[src/rtl/mux_sel_seq_if.sv]
// Handshake bundle between the select-line sequencer and whatever drives its requests.
// The master side owns the control/request lines; the sequencer (slave) owns the select outputs.
interface mux_sel_seq_if #(
    parameter int CW = 8
);
    logic          en;
    logic          hold;
    logic          req_a;
    logic          req_b;
    logic          s;
    logic          sw;
    logic [CW-1:0] cnt;

    modport master (
        output en,
        output hold,
        output req_a,
        output req_b,
        input  s,
        input  sw,
        input  cnt
    );

    modport slave (
        input  en,
        input  hold,
        input  req_a,
        input  req_b,
        output s,
        output sw,
        output cnt
    );
endinterface

[src/rtl/mux_sel_seq.sv]
// Select-line sequencer for a 2:1 mux: time-shares s between channels a and b with a fixed
// dwell, skips idle channels, and supports freeze (hold) and disable (en).
module mux_sel_seq #(
    parameter int DWELL = 20,
    parameter int CW    = 8
) (
    input  logic             clk,
    input  logic             rst,
    mux_sel_seq_if.slave     bus
);
    typedef enum logic [1:0] {
        IDLE  = 2'd0,
        SEL_A = 2'd1,
        SEL_B = 2'd2
    } state_t;

    localparam logic [CW-1:0] LAST = CW'(DWELL - 1);

    state_t        state_reg, state_next;
    logic [CW-1:0] cnt_reg, cnt_next;
    logic          s_reg, s_next;
    logic          sw_reg;
    logic          own_req, oth_req;

    // Requests seen from the point of view of the channel currently selected.
    assign own_req = (state_reg == SEL_B) ? bus.req_b : bus.req_a;
    assign oth_req = (state_reg == SEL_B) ? bus.req_a : bus.req_b;

    always_comb begin
        state_next = state_reg;
        cnt_next   = cnt_reg;
        s_next     = s_reg;
        case (state_reg)
            IDLE: begin
                cnt_next = '0;
                if (bus.req_a) begin
                    state_next = SEL_A;
                    s_next     = 1'b0;
                end else if (bus.req_b) begin
                    state_next = SEL_B;
                    s_next     = 1'b1;
                end
            end
            SEL_A, SEL_B: begin
                if (cnt_reg == LAST || !own_req) begin
                    // Dwell over (or abandoned): other channel wins, else renew, else park.
                    cnt_next = '0;
                    if (oth_req) begin
                        state_next = (state_reg == SEL_A) ? SEL_B : SEL_A;
                        s_next     = (state_reg == SEL_A);
                    end else if (!own_req) begin
                        state_next = IDLE;
                    end
                end else begin
                    cnt_next = cnt_reg + 1'b1;
                end
            end
            default: begin
                state_next = IDLE;
                cnt_next   = '0;
            end
        endcase
    end

    always_ff @(posedge clk or posedge rst) begin
        if (rst) begin
            state_reg <= IDLE;
            cnt_reg   <= '0;
            s_reg     <= 1'b0;
            sw_reg    <= 1'b0;
        end else if (!bus.en) begin
            state_reg <= IDLE;
            cnt_reg   <= '0;
            sw_reg    <= 1'b0;
        end else if (bus.hold) begin
            sw_reg <= 1'b0;
        end else begin
            state_reg <= state_next;
            cnt_reg   <= cnt_next;
            s_reg     <= s_next;
            sw_reg    <= (s_next != s_reg);
        end
    end

    assign bus.s   = s_reg;
    assign bus.sw  = sw_reg;
    assign bus.cnt = cnt_reg;
endmodule

[src/flat_wrapper.sv]
// flat-port wrapper written by rule: the top's interface ports become plain ports
module mux_sel_seq_flat 
#(
    parameter int DWELL = 20,
    parameter int CW    = 8
)
  (clk, rst, bus_en, bus_hold, bus_req_a, bus_req_b, bus_s, bus_sw, bus_cnt);
  mux_sel_seq_if #(.CW(CW)) bus_i ();
  input  logic clk;
  input  logic rst;
  input wire logic [$bits(bus_i.en)-1:0] bus_en;
  input wire logic [$bits(bus_i.hold)-1:0] bus_hold;
  input wire logic [$bits(bus_i.req_a)-1:0] bus_req_a;
  input wire logic [$bits(bus_i.req_b)-1:0] bus_req_b;
  output wire logic [$bits(bus_i.s)-1:0] bus_s;
  output wire logic [$bits(bus_i.sw)-1:0] bus_sw;
  output wire logic [$bits(bus_i.cnt)-1:0] bus_cnt;
  assign bus_i.en = bus_en;
  assign bus_i.hold = bus_hold;
  assign bus_i.req_a = bus_req_a;
  assign bus_i.req_b = bus_req_b;
  assign bus_s = bus_i.s;
  assign bus_sw = bus_i.sw;
  assign bus_cnt = bus_i.cnt;
  mux_sel_seq #(.DWELL(DWELL), .CW(CW)) u_core (.clk(clk), .rst(rst), .bus(bus_i));
endmodule
[config.mk]
export PLATFORM = sky130hd
export DESIGN_NAME = mux_sel_seq_flat
export DESIGN_NICKNAME = d
export VERILOG_FILES = /design/src/rtl/mux_sel_seq_if.sv /design/src/rtl/mux_sel_seq.sv /design/src/flat_wrapper.sv
export SDC_FILE = /design/constraint.sdc
export NUM_CORES = 1
export LEC_CHECK = 0
export BUFFER_PORTS_ARGS = -buffer_cell sky130_fd_sc_hd__buf_2
export CAP_MARGIN = 15
export CORE_UTILIZATION = 45
export CTS_CLUSTER_DIAMETER = 30
export CTS_CLUSTER_SIZE = 20
export DETAILED_ROUTE_END_ITERATION = 16
export PLACE_DENSITY = 0.67
export SLEW_MARGIN = 5
export SYNTH_ARGS = -nofsm -noshare
export SYNTH_HDL_FRONTEND = slang
export SYNTH_SLANG_ARGS = --single-unit
export TNS_END_PERCENT = 1
[constraint.sdc]
create_clock -name clk -period 2.9 [get_ports clk]
set_input_delay 0.145 -clock clk [delete_from_list [all_inputs] [get_ports clk]]
set_output_delay 0.145 -clock clk [all_outputs]
set_load 0.01 [all_outputs]
==> impl_metrics.ini <==
[cts]
clk_latency_ps = 270
clock_path_buffers = 2
cts_root_buf = clkbuf_4
cts-resized-gates = 0
numCtsBuffers = 3
clock_sinks = 12
clkSlewWorstSetupHoldPaths_ps = 70
cts_tree = yes
cts.htree.levels = 1

[global_routing]
grt_pass1_wl_um = 2435
grt_start_max_net_pins = 13
grt_overflow_total = 0
grt_pass1_vias = 570
antenna_found_initial = 0
grtUsageTotal_pct = 16.90

[floorplanning]
num_rows = 14
die_x_um = 43.95
core_area_sq_um = 1577
io-pin-count = 16
die_h_um = 43.95
die-area_sq_um = 1932
start_util_pct = 50.24

[synthesis]
yosys.cell_types.count = 31
ys_seq_area_share_pct = 37.91
syn-cell-area_sq_um = 792.0
syn_avg_cell_area_sq_um = 9.209
synth_nets = 97
syn_inst = 86
ys_seq_elements = 12
synthTopCellsByArea = dfrtp_1 38%, ha_1 7.9%, xor2_1 6.6%
synth-warning-count = 0
synth.top_cell.area_share_pct = 37.91
yosysTopAreaCell = dfrtp_1

[critical_path]
r2r_cells = 5
crit_path_start_kind = flip-flop
critPathMaxFanout = 6
crit_chain = ha_1 > or4b_4 > o211a_1 > or4_4 > mux2i_1
slowest_delay_ps = 530
slowest_stage = or4_4
cp.arrival_ps = 2360
required_ps = 3050
critPathKind = reg -> reg
end_kind = flip-flop
r2r_end = u_core.state_reg[0]
r2r-start = u_core.bus.cnt[0]
ff2ff_setup_slack_ps = 690

[route]
routedWlPerCell_um = 11.78
drtPass1Iterations = 6
drt-initial-drc-count = 15
drcViolationCount = 0
detail-route-antenna-nets = 0
viasPerCell = 5.450
vias = 654
routed_wl_um = 1414

[layout]
largest_register_ffs = 8
diodes = 0
syn2layout_area_growth_pct = 15.64
nNetsFinal = 117
drive_gt1_share_pct = 25.00
fin_area_sq_um = 915.9

[sta]
worstMarginPinSlew_ps = 537.4
fin_ws_ps = 688.1
finalCritPeriodShare_pct = 76.27
slew_headroom_pct = 63.85
clock.fmax_mhz = 452.1
fin_skew_ps = 2.711
final.min_clock_period_ps = 2212
rsz0062_at_grt = no
hold_viol = 0
setup_viol = 0
drv_slew = 0
fin_worst_hold_slack_ps = 183.2
tns_ps = 0

[worst_hold_path]
min_path_cells = 2
hold_class = in -> reg
hold_start = bus_en
min_to = u_core.bus.cnt[0]

[power_and_ir_drop]
p_leak_nw = 0.4510
power.density_nw_per_um2 = 403.1
vdd_drop_max_mv = 0.2791
total_power_mw = 0.3692

[placed_design]
place_area_sq_um = 883.3
port_buffers = 15
dp_hpwl_um = 1100
gp_congestion = 0.8482
pre_cts_ws_ps = 711.4

[status]
status = complete, no violations

[run]
cap_violations = 0
## metal layers
metal  vias to the layer above  GRT usage, %  share of wire [%]
met5                         -             0                  0
met4                         0         1.818                  0
met3                         0         7.500                5.4
met2                        15         25.67                 42
met1                       297         23.12                 52
li1                        342             -                  -
## kinds of logic (layout without fill, tap and decap cells)
kind of cell | Yosys count | count (layout) | share of synthesized area, %
AO/OA/AOI/OAI | 16 | 16 | 12.95
XOR/XNOR | 6 | 6 | 6.635
adder cells (fa/ha/maj) | 5 | 5 | 7.899
buffers and inverters | 4 | 22 | 1.895
flip-flops | 12 | 12 | 37.91
multiplexers | 4 | 4 | 5.213
AND/OR/NAND/NOR | 39 | 39 | 27.49
## where the power goes
group | total (mW) | internal [mW] | switching (mW)
combinational | 0.0862 | 0.0386 | 0.0476
sequential | 0.184 | 0.176 | 0.00877
clock | 0.0986 | 0.0481 | 0.0505
total | 0.369 | 0.262 | 0.107
## critical path, delay by kind of cell (launching register included)
family          cells  cell delay (ps)
mux                 1              130
compound gates      1              270
flops               1              430
simple gates        2             1020
fa+ha+maj           1              240
## synthesized netlist by cell type
master,count
nand2_1,10
nor3b_1,1
nand3_1,5
and3b_1,1
or3b_2,2
o22ai_1,2
nand4_1,2
or4b_4,1
inv_1,3
or4_4,1
o211a_1,1
mux2i_1,3
and2_2,2
mux2_2,1
o21ai_0,4
nor2b_1,1
nor2_1,8
nand3b_1,2
dfrtp_1,12
a21bo_2,1
o211ai_1,1
a21boi_0,2
nor3_1,1
o21a_1,1
and3_1,1
nand2b_1,1
a21oi_1,3
o21ai_1,1
clkbuf_1,1
xor2_1,6
ha_1,5
## through the flow
stage          utilization (%)  cells
3_5_place_dp             56.03    116
3_3_place_gp             56.03    116
2_1_floorplan                -     86
4_1_cts                  58.10    120
5_1_grt                  58.10    120
6_report                 58.10    120
## worst max path at each step
stage | startpoint | endpoint | slack, ps | cells after the start
floorplan | u_core.bus.cnt[0] | u_core.state_reg[0] | 750 | 5
global placement | u_core.bus.cnt[0] | u_core.state_reg[0] | 770 | 5
detailed placement | u_core.bus.cnt[0] | u_core.state_reg[0] | 710 | 5
CTS | u_core.bus.cnt[0] | u_core.state_reg[0] | 700 | 5
global route | u_core.bus.cnt[0] | u_core.state_reg[0] | 600 | 5
finish | u_core.bus.cnt[0] | u_core.state_reg[0] | 690 | 5
## layout make-up
| cell class | instances | area [sq um] |
|---|---|---|
| Fill cell | 143 | 660.6 |
| Multi-Input combinational cell | 70 | 476.7 |
| Sequential cell | 12 | 300.3 |
| Timing Repair Buffer | 16 | 85.08 |
| Clock buffer | 3 | 22.52 |
| Tap cell | 16 | 20.02 |
| Inverter | 3 | 11.26 |
## cells in the final DEF (no fill, tap or decap), types with 2 or more instances in the layout
cell	n
xor2_1	6
nand2_1	10
nand4_1	2
a21boi_0	2
inv_1	3
ha_1	5
clkbuf_4	3
o22ai_1	2
and2_2	2
nand3_1	5
nand3b_1	2
dfrtp_1	12
or3b_2	2
o21ai_0	4
buf_2	15
nor2_1	8
mux2i_1	3
a21oi_1	3
## repair_timing
item | 4_1_cts | 5_1_grt
endpoints found under the setup margin | 0 | 0
hold buffers | 1 | 0
buffers inserted | 0 | 0
hold endpoints to repair | 12 | 0
Note: power is estimated with default switching activity, not from simulation.
